**src/rtl/checker_window_ctrl_pkg.sv**
```systemverilog
// Shared types and constants for the character checker run controller.
// Provides the FSM state encoding and the checker clear duration.
package checker_pkg;

    typedef enum logic [2:0] {
        IDLE  = 3'd0,
        CLEAR = 3'd1,
        LOCK  = 3'd2,
        RUN   = 3'd3,
        SNAP  = 3'd4,
        DONE  = 3'd5
    } state_t;

    localparam int CLEAR_CYCLES = 2;

endpackage

```
**src/rtl/checker_window_ctrl_if.sv**
```systemverilog
// Bundle between the run controller, its sequencer and one checker.
// master: sequencer/checker side; slave: controller side.
interface checker_window_ctrl_if #(
    parameter int DATA_WIDTH = 64,
    parameter int CNT_W      = 32
);
    logic                    start;
    logic                    abort;
    logic [CNT_W-1:0]        window_len;
    logic [CNT_W-1:0]        err_threshold;
    logic [DATA_WIDTH-1:0]   data_in;
    logic [DATA_WIDTH/8-1:0] ctrl_in;
    logic [CNT_W-1:0]        chk_total;
    logic [CNT_W-1:0]        chk_data_err;
    logic [CNT_W-1:0]        chk_ctrl_err;
    logic                    chk_rst_n;
    logic                    busy;
    logic                    done;
    logic                    pass;
    logic                    lock_fail;
    logic                    aborted;
    logic [CNT_W-1:0]        snap_total;
    logic [CNT_W-1:0]        snap_data_err;
    logic [CNT_W-1:0]        snap_ctrl_err;
    logic [2:0]              state_o;

    modport master (
        output start, abort, window_len, err_threshold,
        output data_in, ctrl_in,
        output chk_total, chk_data_err, chk_ctrl_err,
        input  chk_rst_n, busy, done, pass, lock_fail, aborted,
        input  snap_total, snap_data_err, snap_ctrl_err, state_o
    );

    modport slave (
        input  start, abort, window_len, err_threshold,
        input  data_in, ctrl_in,
        input  chk_total, chk_data_err, chk_ctrl_err,
        output chk_rst_n, busy, done, pass, lock_fail, aborted,
        output snap_total, snap_data_err, snap_ctrl_err, state_o
    );

endinterface

```
**src/rtl/checker_window_ctrl.sv**
```systemverilog
// Run controller: clears the checker, waits for link lock, times a window,
// snapshots counters and grades pass/fail. Ports: clk, rst, bus (slave).
module checker_window_ctrl
    import checker_pkg::*;
#(
    parameter int DATA_WIDTH   = 64,
    parameter int CNT_W        = 32,
    parameter int LOCK_CYCLES  = 4,
    parameter int LOCK_TIMEOUT = 1024
) (
    input  logic                  clk,
    input  logic                  rst,
    checker_window_ctrl_if.slave  bus
);

    localparam int LKW = $clog2(LOCK_CYCLES + 1);
    localparam int TOW = $clog2(LOCK_TIMEOUT + 1);

    state_t           state_q, state_d;
    logic [1:0]       clr_q, clr_d;
    logic [LKW-1:0]   lk_q, lk_d;
    logic [TOW-1:0]   to_q, to_d;
    logic [CNT_W-1:0] win_q, win_d;
    logic [CNT_W-1:0] wlen_q, wlen_d;
    logic [CNT_W-1:0] thr_q, thr_d;
    logic [CNT_W-1:0] st_q, st_d;
    logic [CNT_W-1:0] sd_q, sd_d;
    logic [CNT_W-1:0] sc_q, sc_d;
    logic             pass_q, pass_d;
    logic             lf_q, lf_d;
    logic             ab_q, ab_d;
    logic             busy_q, busy_d;
    logic             done_q, done_d;
    logic             crn_q, crn_d;

    logic             active;
    logic [CNT_W:0]   err_sum;

    assign active  = (|bus.data_in) || (|bus.ctrl_in);
    // One extra bit so the error sum can never wrap below the threshold
    assign err_sum = {1'b0, bus.chk_data_err} + {1'b0, bus.chk_ctrl_err};

    always_comb begin
        state_d = state_q;
        clr_d   = clr_q;
        lk_d    = lk_q;
        to_d    = to_q;
        win_d   = win_q;
        wlen_d  = wlen_q;
        thr_d   = thr_q;
        st_d    = st_q;
        sd_d    = sd_q;
        sc_d    = sc_q;
        pass_d  = pass_q;
        lf_d    = lf_q;
        ab_d    = 1'b0;
        if (state_q != IDLE && bus.abort) begin
            state_d = IDLE;
            ab_d    = 1'b1;
        end else begin
            unique case (state_q)
                IDLE: begin
                    if (bus.start && !bus.abort) begin
                        wlen_d  = (bus.window_len == '0) ? CNT_W'(1)
                                                         : bus.window_len;
                        thr_d   = bus.err_threshold;
                        clr_d   = 2'd0;
                        state_d = CLEAR;
                    end
                end
                CLEAR: begin
                    if (clr_q == 2'(CLEAR_CYCLES - 1)) begin
                        lk_d    = '0;
                        to_d    = '0;
                        state_d = LOCK;
                    end else begin
                        clr_d = clr_q + 2'd1;
                    end
                end
                LOCK: begin
                    to_d = to_q + TOW'(1);
                    lk_d = active ? lk_q + LKW'(1) : '0;
                    // Lock takes precedence over a coincident timeout
                    if (active && lk_q == LKW'(LOCK_CYCLES - 1)) begin
                        win_d   = wlen_q;
                        state_d = RUN;
                    end else if (to_q == TOW'(LOCK_TIMEOUT - 1)) begin
                        lf_d    = 1'b1;
                        pass_d  = 1'b0;
                        state_d = DONE;
                    end
                end
                RUN: begin
                    if (win_q == CNT_W'(1)) begin
                        state_d = SNAP;
                    end else begin
                        win_d = win_q - CNT_W'(1);
                    end
                end
                SNAP: begin
                    // Checker registers its last RUN update into this cycle
                    st_d    = bus.chk_total;
                    sd_d    = bus.chk_data_err;
                    sc_d    = bus.chk_ctrl_err;
                    pass_d  = (bus.chk_total != '0) &&
                              (err_sum <= {1'b0, thr_q});
                    lf_d    = 1'b0;
                    state_d = DONE;
                end
                DONE:    state_d = IDLE;
                default: state_d = IDLE;
            endcase
        end
        busy_d = (state_d != IDLE);
        done_d = (state_d == DONE);
        crn_d  = (state_d != IDLE) && (state_d != CLEAR);
    end

    always_ff @(posedge clk or posedge rst) begin
        if (rst) begin
            state_q <= IDLE;
            clr_q   <= '0;
            lk_q    <= '0;
            to_q    <= '0;
            win_q   <= '0;
            wlen_q  <= '0;
            thr_q   <= '0;
            st_q    <= '0;
            sd_q    <= '0;
            sc_q    <= '0;
            pass_q  <= 1'b0;
            lf_q    <= 1'b0;
            ab_q    <= 1'b0;
            busy_q  <= 1'b0;
            done_q  <= 1'b0;
            crn_q   <= 1'b0;
        end else begin
            state_q <= state_d;
            clr_q   <= clr_d;
            lk_q    <= lk_d;
            to_q    <= to_d;
            win_q   <= win_d;
            wlen_q  <= wlen_d;
            thr_q   <= thr_d;
            st_q    <= st_d;
            sd_q    <= sd_d;
            sc_q    <= sc_d;
            pass_q  <= pass_d;
            lf_q    <= lf_d;
            ab_q    <= ab_d;
            busy_q  <= busy_d;
            done_q  <= done_d;
            crn_q   <= crn_d;
        end
    end

    assign bus.chk_rst_n     = crn_q;
    assign bus.busy          = busy_q;
    assign bus.done          = done_q;
    assign bus.pass          = pass_q;
    assign bus.lock_fail     = lf_q;
    assign bus.aborted       = ab_q;
    assign bus.snap_total    = st_q;
    assign bus.snap_data_err = sd_q;
    assign bus.snap_ctrl_err = sc_q;
    assign bus.state_o       = state_q;

endmodule
```
**src/flat_wrapper.sv**
```systemverilog
// flat-port wrapper written by rule: the top's interface ports become plain ports
module checker_window_ctrl_flat import checker_pkg::*;
#(
    parameter int DATA_WIDTH   = 64,
    parameter int CNT_W        = 32,
    parameter int LOCK_CYCLES  = 4,
    parameter int LOCK_TIMEOUT = 1024
)
  (clk, rst, bus_start, bus_abort, bus_window_len, bus_err_threshold, bus_data_in, bus_ctrl_in, bus_chk_total, bus_chk_data_err, bus_chk_ctrl_err, bus_chk_rst_n, bus_busy, bus_done, bus_pass, bus_lock_fail, bus_aborted, bus_snap_total, bus_snap_data_err, bus_snap_ctrl_err, bus_state_o);
  checker_window_ctrl_if #(.DATA_WIDTH(DATA_WIDTH), .CNT_W(CNT_W)) bus_i ();
  input  logic clk;
  input  logic rst;
  input wire logic [$bits(bus_i.start)-1:0] bus_start;
  input wire logic [$bits(bus_i.abort)-1:0] bus_abort;
  input wire logic [$bits(bus_i.window_len)-1:0] bus_window_len;
  input wire logic [$bits(bus_i.err_threshold)-1:0] bus_err_threshold;
  input wire logic [$bits(bus_i.data_in)-1:0] bus_data_in;
  input wire logic [$bits(bus_i.ctrl_in)-1:0] bus_ctrl_in;
  input wire logic [$bits(bus_i.chk_total)-1:0] bus_chk_total;
  input wire logic [$bits(bus_i.chk_data_err)-1:0] bus_chk_data_err;
  input wire logic [$bits(bus_i.chk_ctrl_err)-1:0] bus_chk_ctrl_err;
  output wire logic [$bits(bus_i.chk_rst_n)-1:0] bus_chk_rst_n;
  output wire logic [$bits(bus_i.busy)-1:0] bus_busy;
  output wire logic [$bits(bus_i.done)-1:0] bus_done;
  output wire logic [$bits(bus_i.pass)-1:0] bus_pass;
  output wire logic [$bits(bus_i.lock_fail)-1:0] bus_lock_fail;
  output wire logic [$bits(bus_i.aborted)-1:0] bus_aborted;
  output wire logic [$bits(bus_i.snap_total)-1:0] bus_snap_total;
  output wire logic [$bits(bus_i.snap_data_err)-1:0] bus_snap_data_err;
  output wire logic [$bits(bus_i.snap_ctrl_err)-1:0] bus_snap_ctrl_err;
  output wire logic [$bits(bus_i.state_o)-1:0] bus_state_o;
  assign bus_i.start = bus_start;
  assign bus_i.abort = bus_abort;
  assign bus_i.window_len = bus_window_len;
  assign bus_i.err_threshold = bus_err_threshold;
  assign bus_i.data_in = bus_data_in;
  assign bus_i.ctrl_in = bus_ctrl_in;
  assign bus_i.chk_total = bus_chk_total;
  assign bus_i.chk_data_err = bus_chk_data_err;
  assign bus_i.chk_ctrl_err = bus_chk_ctrl_err;
  assign bus_chk_rst_n = bus_i.chk_rst_n;
  assign bus_busy = bus_i.busy;
  assign bus_done = bus_i.done;
  assign bus_pass = bus_i.pass;
  assign bus_lock_fail = bus_i.lock_fail;
  assign bus_aborted = bus_i.aborted;
  assign bus_snap_total = bus_i.snap_total;
  assign bus_snap_data_err = bus_i.snap_data_err;
  assign bus_snap_ctrl_err = bus_i.snap_ctrl_err;
  assign bus_state_o = bus_i.state_o;
  checker_window_ctrl #(.DATA_WIDTH(DATA_WIDTH), .CNT_W(CNT_W), .LOCK_CYCLES(LOCK_CYCLES), .LOCK_TIMEOUT(LOCK_TIMEOUT)) u_core (.clk(clk), .rst(rst), .bus(bus_i));
endmodule
```
**config.mk**
```make
export PLATFORM = sky130hd
export DESIGN_NAME = checker_window_ctrl_flat
export DESIGN_NICKNAME = d
export VERILOG_FILES = /design/src/rtl/checker_window_ctrl_pkg.sv /design/src/rtl/checker_window_ctrl_if.sv /design/src/rtl/checker_window_ctrl.sv /design/src/flat_wrapper.sv
export SDC_FILE = /design/constraint.sdc
export NUM_CORES = 1
export LEC_CHECK = 0
export CORE_ASPECT_RATIO = 0.5
export CORE_MARGIN = 2
export CORE_UTILIZATION = 40
export CTS_BUF_LIST = sky130_fd_sc_hd__clkbuf_16
export CTS_CLUSTER_SIZE = 10
export DETAILED_ROUTE_END_ITERATION = 7
export PLACE_DENSITY_LB_ADDON = 0.25
export SYNTH_ARGS = -nofsm -noshare
export SYNTH_HDL_FRONTEND = slang
export SYNTH_SLANG_ARGS = --single-unit
```
**constraint.sdc**
```tcl
create_clock -name clk -period 7.35 [get_ports clk]
set_input_delay 0.735 -clock clk [delete_from_list [all_inputs] [get_ports clk]]
set_output_delay 0.735 -clock clk [all_outputs]
set_load 0.1 [all_outputs]
```
==> Word-level counts from Yosys, hierarchy flattened <==
Cells that the tools add are included.
{ "op_classes": {"add_sub_neg": 5, "order_cmp": 1, "eq_ne": 17, "n_mux": 26, "bitwise_logic": 1, "reduce_logical": 24} }
{ "ops": {"columns": ["cell", "n"], "rows": [
  ["two-way mux 32 bit", 3],
  ["case mux 32 bit (2 select lines)", 1],
  ["OR reduction 64 bit", 1],
  ["adder 32 x 32 -> 33 bit", 1],
  ["<= comparator 33 x 32 -> 1 bit", 1],
  ["== test 32 x 1 -> 1 bit, second input constant", 1],
  ["logical NOT 32 bit", 1],
  ["nonzero test 32 bit", 1],
  ["subtractor 32 x 1 -> 32 bit, second input constant", 1],
  ["two-way mux 3 bit", 8],
  ["case mux 11 bit (2 select lines)", 1],
  ["case mux 3 bit (5 select lines)", 1],
  ["AND reduction 4 bit", 3],
  ["adder 11 x 1 -> 11 bit, second input constant", 1],
  ["== test 11 x 10 -> 1 bit, second input constant", 1],
  ["two-way mux 11 bit", 1],
  ["== test 3 x 2 -> 1 bit, second input constant", 3],
  ["!= test 2 x 1 -> 1 bit, second input constant", 4],
  ["nonzero test 2 bit", 4],
  ["OR reduction 8 bit", 1],
  ["== test 3 bit, second input constant", 2],
  ["!= test 2 bit, second input constant", 3],
  ["case mux 3 bit (2 select lines)", 1],
  ["AND reduction 3 bit", 2],
  ["16 further kinds", 27]
]} }
{ "totals": {"register_bits": 217, "input_bits": 236, "output_inout_bits": 105, "wordCells": 90} }

==> Depth between registers and ports, before layout <==
Gate-level depths: netlist (run 1).
{ "logic_depth": {"ltp_word": 8, "mapped_depth": 20, "ltp_nobuf": 20} }

==> Worst setup path before layout (run 1) <==
OpenSTA, ideal clock, no wires.
{ "synth_path": {"path_kind": "in2reg", "startpoint": "in bus_chk_ctrl_err[0]", "endpoint": "reg u_core.pass_q, in the netlist u_core.bus.pass", "setup_ns": 0.095, "arrival_ns": 4.141, "required_time_ns": 7.255, "path_slack_ns": 3.113, "stages": 17, "n_path_buf": 0, "path_cell_list": "ha_1 > inv_1 > fa_1 > nor2b_1 > o31ai_1 > a21oi_1 > nor4_1 > o311ai_0 > a41oi_1 > xnor2_1 > ha_1 > a2111oi_0 > nand2_1 > or3_1 > nor3_1 > o21ai_0 > o31ai_1"} }
{ "synth_via": {"elab_chain_len": 4} }
{ "synth_rtl": {"columns": ["item", "line", "source"], "rows": [
  ["start, declared", "flat_wrapper.sv:21", "input wire logic [$bits(bus_i.chk_ctrl_err)-1:0] bus_chk_ctrl_err;"],
  ["adder 32 x 32 -> 33 bit", "checker_window_ctrl.sv:41", "assign err_sum = {1'b0, bus.chk_data_err} + {1'b0, bus.chk_ctrl_err};"],
  ["<= comparator 33 x 32 -> 1 bit", "checker_window_ctrl.sv:106", "(err_sum <= {1'b0, thr_q});"],
  ["logical AND 1 bit", "checker_window_ctrl.sv:105", "pass_d = (bus.chk_total != '0) &&"],
  ["case mux 1 bit (2 select lines)", "checker_window_ctrl.sv:61", "unique case (state_q)"],
  ["end signal, assigned", "checker_window_ctrl.sv:148", "pass_q <= pass_d;"],
  ["end, declared", "checker_window_ctrl.sv:29", "logic pass_q, pass_d;"]
]} }
No other way between the ends.
A chain may end at the register's enable or synchronous reset.

==> Final worst setup path (run 1) <==
{ "layout_path": {"startpoint": "in bus_chk_data_err[0]", "endpoint": "reg u_core.pass_q, in the netlist u_core.bus.pass"} }
{ "layout_via": {"elab_chain_len": 4} }
{ "layout_rtl": {"columns": ["item", "line", "source"], "rows": [
  ["start, declared", "flat_wrapper.sv:20", "input wire logic [$bits(bus_i.chk_data_err)-1:0] bus_chk_data_err;"],
  ["adder 32 x 32 -> 33 bit", "checker_window_ctrl.sv:41", null],
  ["<= comparator 33 x 32 -> 1 bit", "checker_window_ctrl.sv:106", null],
  ["logical AND 1 bit", "checker_window_ctrl.sv:105", null],
  ["case mux 1 bit (2 select lines)", "checker_window_ctrl.sv:61", null]
]} }
No other way between the ends.

==> out/results.tsv, run 1 <==
metric	value	unit
outcome	complete, no violations	
maxCapViolations	0	
viasPerCell	5.37	
cts-buffers-inserted	25	
yosysWarnings	0	
syn_avg_cell_area	10.6	sq um
final.fill_count	2502	
async_flop_share	100	%
ios	341	
finalCritPeriodShare	68.5	%
dp_hpwl	25300	um
crit_fanout	3	
hold_violations	0	
syn_inst	1112	
grt-ovfl-total	0	
final_common_cell	clkdlybuf4s50_1	
path_clk_slew	60	ps
post-route-util	56.0	%
core_area	29000	sq um
grt_pass1_vias	10200	
rsz0062_at_grt	no	
htree_num_levels	1	
critPathTopFamily	compound AO/OA/AOI/OAI gates	
worstPathCellList	clkdlybuf4s50_1 > ha_1 > inv_1 > fa_1 > nor2b_1 > o31ai_1 > a21oi_1 > nor4_1 > o311ai_0 > a41oi_1 > xnor2_1 > ha_1 > a2111oi_0 > nand2_1 > or3_1 > nor3_1 > o21ai_0 > o31ai_1	
worstPathArrival	5470	ps
antenna_found_initial	2	
setup-violations-final	0	
clk_path_buf_depth	3	
cp-end-kind	register	
nets	1749	
ant_nets	0	
setup.worst_path.start_class	input port	
seq_area_frac_synth	46.0	%
final.setup_skew	10.3	ps
slowest_stage	o311ai_0	
grt_pass1_wl	54400	um
die-area	31000	sq um
totalWireLength	33600	um
drc	0	
die_y	126	um
ir_worst_vdd	0.000160	V
synthFlopType	dfrtp_1	
core.rowCount	44	
grt_max_degree	145	
drv_slew	0	
fmax	199	MHz
period_minus_slack	5040	ps
cp.required	7780	ps
firstDrtPassIters	5	
ys_types	65	
clockRootBuffer	clkbuf_16	
final_layout_size_suffix_gt1_share	14.4	%
routedWlPerCell	18.3	um
grt_usage	21.7	%
die_x	247	um
insertion_delay	530	ps
power.leakage	0.00695	uW
gp_congestion	0.923	
cts_tree	yes	
hp-class	register to register	
slew_headroom	16.2	%
path_class	input port to register	
io_buffers	340	
cts_resized	0	
vias	9868	
synthesis.area	11800	sq um
worst_pin_slew	1250	ps
hold_slack	491	ps
clock_sinks	217	
fin_tns_setup	0	ps
synth_nets	1419	
cts_hold_buf	0	
critical_path_buf_inv_count	2	
start_util	40.7	%
drt_iter0_drc	565	
power_density	259	nW/um^2
ys_ff_latch	217	
synth_edf_count	0	
most-common-layout-cells	clkdlybuf4s50_1 (340), dfrtp_1 (217), mux2_2 (160)	
area_growth	37.5	%
post_cts_buffers	0	
cp_slowest_stage_delay	590	ps
## routing by layer
layer	vias to the layer above	wire, um	GRT usage (%)
met4	0	781	5.49
met5	-	0	0
met3	54	1430	3.59
met1	4820	14400	27.5
li1	4749	-	-
met2	245	17000	38.4
## state kept, by name, summed over array words and instances, names as in the netlist, 2 cells and up
signal,cells
u_core.wlen_q,32
u_core.bus.state_o,3
u_core.lk_q,3
u_core.to_q,11
u_core.win_q,32
u_core.bus.snap_total,32
u_core.bus.snap_data_err,32
u_core.clr_q,2
u_core.thr_q,32
u_core.bus.snap_ctrl_err,32
## cells in the mapped netlist (all sizes together) (5+ instances only)
| cell type | n | area share (%) |
|---|---|---|
| a211oi | 5 | 0.32 |
| a21o | 23 | 1.5 |
| a21oi | 70 | 3.0 |
| a22oi | 7 | 0.44 |
| a31oi | 8 | 0.42 |
| and3 | 7 | 0.37 |
| buf | 7 | 0.36 |
| clkbuf | 35 | 1.1 |
| dfrtp | 217 | 46 |
| ha | 70 | 7.4 |
| inv | 56 | 1.8 |
| mux2 | 160 | 15 |
| nand2 | 52 | 1.7 |
| nand2b | 11 | 0.58 |
| nand3 | 23 | 0.97 |
| nand4 | 18 | 0.95 |
| nor2 | 72 | 2.4 |
| nor2b | 6 | 0.32 |
| nor3 | 24 | 1.0 |
| nor4 | 50 | 2.8 |
| o21a | 7 | 0.44 |
| o21ai | 71 | 3.0 |
| o31ai | 9 | 0.57 |
| or3 | 10 | 0.53 |
| or4 | 6 | 0.48 |
| xnor2 | 19 | 1.4 |
| xor2 | 11 | 0.82 |
## cell type report
cell class	instances	area (sq um)	share of cell area [%]
inverter	56	218	1.34
antenna	2	5.00	0.0308
clock inverter	4	20.0	0.123
tap	391	489	3.01
multi-input combinational	797	6020	37.1
clock buffer	25	626	3.85
timing repair buffer	345	3440	21.2
sequential	217	5430	33.4
## power breakdown
group          internal (uW)  total (uW)  switching (uW)
Sequential              1440        1630             185
Clock                    598        1070             469
Combinational            625        1520             894
## per-stage QoR
step,std cells,power [uW],cell area (sq um),setup WS (ps)
after global routing,1837,4470,16300,1670
after detailed placement,1806,3160,15600,1790
after global placement,1806,3110,15600,2020
after floorplan,1112,2680,11800,679
final,1837,4210,16300,2310
after CTS,1835,4250,16200,2320
## path summary, 6_finish.rpt
kind / cells past startpoint / to / startpoint / slack (ps)
setup / recovery: 18 / u_core.bus.pass$_DFFE_PP0P_ / bus_chk_data_err[0] / 2310
hold / removal: 1 / u_core.to_q[10]$_DFFE_PP0P_ / u_core.to_q[10]$_DFFE_PP0P_ / 490
setup reg to reg: 5 / u_core.bus.snap_data_err[7]$_DFFE_PP0P_ / u_core.bus.state_o[0]$_DFF_PP0_ / 3940
hold reg to reg: 1 / u_core.to_q[10]$_DFFE_PP0P_ / u_core.to_q[10]$_DFFE_PP0P_ / 490
max in group asynchronous: 3 / u_core.wlen_q[16]$_DFFE_PP0P_ / rst / 4940
min in group asynchronous: 2 / u_core.bus.snap_total[15]$_DFFE_PP0P_ / rst / 840
## logic make-up (layout without fill, tap and decap cells)
kind of cell | after synthesis | after routing | share of synthesized area, %
compound gates | 238 | 238 | 12.4
fa+ha+maj | 71 | 71 | 7.58
simple gates | 295 | 295 | 13.1
xor+xnor | 30 | 30 | 2.22
other cells | 0 | 2 | 0
flops | 217 | 217 | 46.0
mux | 163 | 163 | 15.5
buf+inv | 98 | 430 | 3.25
Note: power is estimated with default switching activity, not from simulation.
==> run 2, diff against run 1 <==
==> constraint.sdc (replaced) <==
create_clock -name clk -period 4.55 [get_ports clk]
set_input_delay 0.455 -clock clk [delete_from_list [all_inputs] [get_ports clk]]
set_output_delay 0.455 -clock clk [all_outputs]
set_load 0.1 [all_outputs]
==> run 2 against run 1 <==
Effect of this change:
- combinational power rose by 68%
- total power rose by 64%
- clock skew rose by 12 ps
- routed wire length rose by 1.1%
- worst hold slack got worse by 210 ps
- cell area rose by 3.2%
- non-clock buffer count rose by 60
- largest power group unchanged
- sequential power rose by 61%
- first-iteration DRC count fell by 7.4%
- critical endpoint unchanged
==> out/results.tsv, run 2 (synthesis gave the netlist of run 1 again) <==
metric	value	unit
clockRootBuffer	clkbuf_16	
fmax	233	MHz
insertion_delay	530	ps
critPathCapture	u_core.bus.pass$_DFFE_PP0P_	
io_buffers	340	
grt_pass1_vias	10600	
die-area	31000	sq um
final_common_cell	clkdlybuf4s50_1	
power.leakage	0.00724	uW
power	6900	uW
cp-end-kind	register	
cp.required	4980	ps
worstPathArrival	4720	ps
post-route-util	57.8	%
dp_hpwl	25900	um
slew_headroom	28.9	%
cts_hold_buf	0	
final.setup_skew	22.7	ps
cts-buffers-inserted	25	
vias	10000	
area_growth	42.0	%
reg2reg_depth	8	
grt_usage	22.0	%
hold_violations	0	
clk_path_buf_depth	3	
post-place-ws	-633	ps
most-common-layout-cells	clkdlybuf4s50_1 (340), dfrtp_1 (217), mux2_2 (160)	
startpoint	bus_chk_data_err[0]	
htree_num_levels	1	
firstDrtPassIters	5	
totalWireLength	33900	um
core_area	29000	sq um
clock_sinks	217	
nets	1809	
final_layout_size_suffix_gt1_share	18.6	%
period_minus_slack	4290	ps
core.rowCount	44	
maxCapViolations	0	
hp-class	input port to async pin	
ir_worst_vdd	0.000313	V
drt_iter0_drc	523	
path_class	input port to register	
worst_pin_slew	1060	ps
setup-violations-final	0	
setup.worst_path.start_class	input port	
ios	341	
fin_cells	1896	
grt-ovfl-total	0	
die_y	126	um
antenna_found_initial	3	
regToRegSetupSlack	1330	ps
start_util	40.7	%
dp.cells	1866	
outcome	complete, no violations	
finalCritPeriodShare	94.2	%
grt_max_degree	95	
cts_tree	yes	
drc	0	
viasPerCell	5.29	
gp_congestion	0.902	
reg2reg_to	u_core.win_q[19]$_DFFE_PP0P_	
crit_fanout	3	
drv_slew	0	
routedWlPerCell	17.9	um
setup_ws	264	ps
power_density	411	nW/um^2
grt_pass1_wl	55200	um
path_clk_slew	60	ps
ant_nets	0	
rr_startpoint	u_core.win_q[7]$_DFFE_PP0P_	
die_x	247	um
[run 2: how the worst min path moves through the flow]
| stage | startpoint | end | cells after the start | slack (ps) |
|---|---|---|---|---|
| after floorplan | u_core.lk_q[2]$_DFFE_PP0P_ | u_core.lk_q[2]$_DFFE_PP0P_ | 2 | 450 |
| after global placement | u_core.lk_q[2]$_DFFE_PP0P_ | u_core.lk_q[2]$_DFFE_PP0P_ | 2 | 460 |
| after detailed placement | u_core.to_q[10]$_DFFE_PP0P_ | u_core.to_q[10]$_DFFE_PP0P_ | 1 | 480 |
| after CTS | rst | u_core.bus.snap_data_err[27]$_DFFE_PP0P_ | 2 | 270 |
| after global routing | rst | u_core.bus.snap_ctrl_err[23]$_DFFE_PP0P_ | 2 | 300 |
| final | rst | u_core.bus.snap_ctrl_err[23]$_DFFE_PP0P_ | 2 | 280 |
[run 2: stage by stage]
step                      instance area (sq um)  hold slack [ps]  setup TNS (ps)
after global routing                      16800              301           -56.0
after CTS                                 16700              269               0
after detailed placement                  16100              475            -633
after global placement                    16100              464            -458
after floorplan                           11800              450               0
final                                     16800              278               0
[run 2: layout make-up]
type	instances	area (sq um)
Clock inverter	2	7.51
Antenna cell	3	7.51
Inverter	56	214
Tap cell	391	489
Clock buffer	25	626
Timing Repair Buffer	405	3900
Multi-Input combinational cell	797	6100
Sequential cell	217	5430
Fill cell	2419	12200
[run 2: power breakdown]
| part | internal [uW] | switching, uW |
|---|---|---|
| clock network | 961 | 750 |
| registers | 2330 | 301 |
| logic | 1090 | 1470 |
[run 2: routing by layer]
metal / wire length (um) / vias to the layer above / GRT usage, %
li1: - / 4867 / -
met4: 1010 / 0 / 7.16
met3: 1300 / 66 / 3.78
met1: 14400 / 4894 / 27.4
met5: 0 / - / 0
met2: 17200 / 207 / 38.6
[run 2: what timing repair did]
action                     CTS  global route
gates resized for setup      2            13
pin swaps                    0             3
setup endpoints to repair    1             1
hold endpoints to repair     0             0
buffers inserted             0             0
[run 2: worst max-delay path: stages]
cell and delay [ps]:
clkdlybuf4s50_1 480, ha_1 180, inv_1 60, fa_2 350
nor2b_2 150, o31ai_2 100, a21oi_2 170, buf_4 150
nor4_2 40, buf_4 150, o311ai_2 270, buf_4 170
a41oi_2 130, xnor2_1 170, ha_1 350, a2111oi_4 350
nand2_1 80, or3_1 370, nor3_2 170, o21ai_0 100
o31ai_1 280
==> run 3, diff against run 2 <==
--- a/config.mk
+++ b/config.mk
@@ -5,7 +5,6 @@
 export SDC_FILE = /design/constraint.sdc
 export NUM_CORES = 1
 export LEC_CHECK = 0
-export CORE_ASPECT_RATIO = 0.5
 export CORE_MARGIN = 2
 export CORE_UTILIZATION = 40
 export CTS_BUF_LIST = sky130_fd_sc_hd__clkbuf_16
==> run 3 against run 2 <==
Effect of this change:
- via count down 0.35%
- global-route usage down 0.82 points
- cell area up 0.27%
- sequential cell count unchanged
- final cell count down 0.16%
- total power up 2.0%
- routed wire length down 2.3%
- combinational power down 2%
- first-iteration DRC count down 3.8%
- setup slack better by 43 ps
- clock skew down 12 ps
- sequential share of layout area down 0.087 points
- largest power group unchanged
- highest routed layer unchanged
==> out/results.tsv, run 3 (synthesis gave the netlist of run 1 again) <==
metric	value	unit
slew_headroom	28.5	%
cts_hold_buf	0	
ir_worst_vdd	0.000316	V
maxCapViolations	0	
start_util	40.9	%
nets	1803	
viasPerCell	5.28	
cp-end-kind	register	
final.fill_count	2506	
most-common-layout-cells	clkdlybuf4s50_1 (340), dfrtp_1 (217), mux2_2 (160)	
fin_tns_setup	0	ps
critPathCapture	u_core.bus.pass$_DFFE_PP0P_	
drt_iter0_drc	503	
io_buffers	340	
multi_input_area	6070	sq um
post-route-util	58.3	%
path_clk_slew	60	ps
rsz0062_at_grt	no	
startpoint	bus_chk_data_err[0]	
critical_path_buf_inv_count	4	
post_cts_buffers	0	
drv_slew	0	
ios	341	
register_area	5430	sq um
grt_pass1_wl	53500	um
core_area	28900	sq um
worstPathArrival	4670	ps
die_y	176	um
ant_nets	0	
worst-path-stages	21	
clockRootBuffer	clkbuf_16	
cp_slowest_stage_delay	490	ps
reg2reg_to	u_core.win_q[4]$_DFFE_PP0P_	
dp_hpwl	24800	um
grt-ovfl-total	0	
final.setup_skew	11.1	ps
die_x	176	um
outcome	complete, no violations	
path_class	input port to register	
final_layout_size_suffix_gt1_share	18.0	%
slowest_stage	clkdlybuf4s50_1	
power.leakage	0.00728	uW
grt_pass1_vias	10500	
crit_fanout	3	
cts-buffers-inserted	27	
post-place-ws	-703	ps
worst_pin_slew	1070	ps
fmax	236	MHz
die-area	30900	sq um
clk_path_buf_depth	3	
insertion_delay	530	ps
rr_startpoint	u_core.win_q[7]$_DFFE_PP0P_	
totalWireLength	33100	um
hp-class	input port to async pin	
finalCritPeriodShare	93.2	%
reg2reg_depth	8	
cp.required	4980	ps
gp_congestion	0.857	
period_minus_slack	4240	ps
setup.worst_path.start_class	input port	
setup_ws	307	ps
cts_tree	yes	
drc	0	
regToRegSetupSlack	1300	ps
htree_num_levels	1	
hold_violations	0	
area_growth	42.3	%
worstPathCellList	clkdlybuf4s50_1 > ha_2 > buf_4 > a211oi_1 > nor2_1 > buf_4 > o31ai_1 > buf_4 > o31ai_1 > nand3_1 > o21ai_0 > a21oi_1 > xnor2_1 > ha_1 > a21o_1 > a21oi_1 > nor3_1 > or3_1 > nor3_1 > o21ai_0 > o31ai_1	
vias	9999	
firstDrtPassIters	4	
grt_usage	21.1	%
clock_sinks	217	
power	7040	uW
grt_max_degree	113	
power_density	418	nW/um^2
critPathTopFamily	compound AO/OA/AOI/OAI gates	
final_common_cell	clkdlybuf4s50_1	
routedWlPerCell	17.5	um
setup-violations-final	0	
core.rowCount	62	
antenna_found_initial	1	
## run 3: cell types whose count changed in the layout (fill, tap and decap cells not counted), sizes merged
cell    previous run  this run
clkinv             1         6
clkbuf            25        27
buf               65        57
diode              3         1
inv               56        62
bufinv             0         1
## run 3: worst min-delay path by stage
stage                                                   startpoint                                       end  slack, ps  depth (start not counted)
final                                                          rst                u_core.to_q[0]$_DFFE_PP0P_        450                          3
after global routing      u_core.bus.snap_ctrl_err[23]$_DFFE_PP0P_  u_core.bus.snap_ctrl_err[23]$_DFFE_PP0P_        510                          1
after CTS                               u_core.lk_q[2]$_DFFE_PP0P_                u_core.lk_q[2]$_DFFE_PP0P_        490                          2
after detailed placement                u_core.lk_q[2]$_DFFE_PP0P_                u_core.lk_q[2]$_DFFE_PP0P_        480                          2
after global placement                  u_core.lk_q[2]$_DFFE_PP0P_                u_core.lk_q[2]$_DFFE_PP0P_        470                          2
after floorplan                         u_core.lk_q[2]$_DFFE_PP0P_                u_core.lk_q[2]$_DFFE_PP0P_        450                          2
## run 3: stage by stage
stage | area [sq um] | cells | hold slack [ps]
5_1_grt | 16800 | 1893 | 512
6_report | 16800 | 1893 | 451
2_1_floorplan | 11800 | 1112 | 450
3_5_place_dp | 16000 | 1851 | 476
4_1_cts | 16800 | 1892 | 488
3_3_place_gp | 16000 | 1851 | 469
## run 3: final cells by class
class | count | area share [%]
multi-input combinational | 797 | 36.1
sequential | 217 | 32.3
timing repair buffer | 397 | 23.0
clock buffer | 27 | 4.02
tap | 384 | 2.86
inverter | 56 | 1.27
clock inverter | 14 | 0.469
antenna | 1 | 0.0149
## run 3: timing repair
action,4_1_cts,5_1_grt
gates resized for setup,3,9
pin swaps,0,3
setup endpoints to repair,1,1
## run 3: per-layer routing
metal | global-route usage, % | part of all wire (%) | vias to the layer above
li1 | - | - | 4853
met1 | 25.4 | 41 | 4783
met2 | 37.7 | 48 | 303
met3 | 5.41 | 7.7 | 60
met4 | 5.48 | 2.7 | 0
met5 | 0 | 0 | -
## run 3: power breakdown
group	internal, uW	total (uW)	switching (uW)	leakage, uW
clock	1100	1890	789	0.000394
combinational	1070	2510	1440	0.00416
sequential	2330	2630	300	0.00273
total	4510	7040	2530	0.00728
## run 3: worst register-to-register path, stage by stage, from the launching register on
cell and delay [ps]:
dfrtp_1 450, or4_4 580, or4_4 470, or4_1 640, mux2i_1 210, or2_1 130
buf_4 350, a21oi_1 100, a2bb2oi_1 160
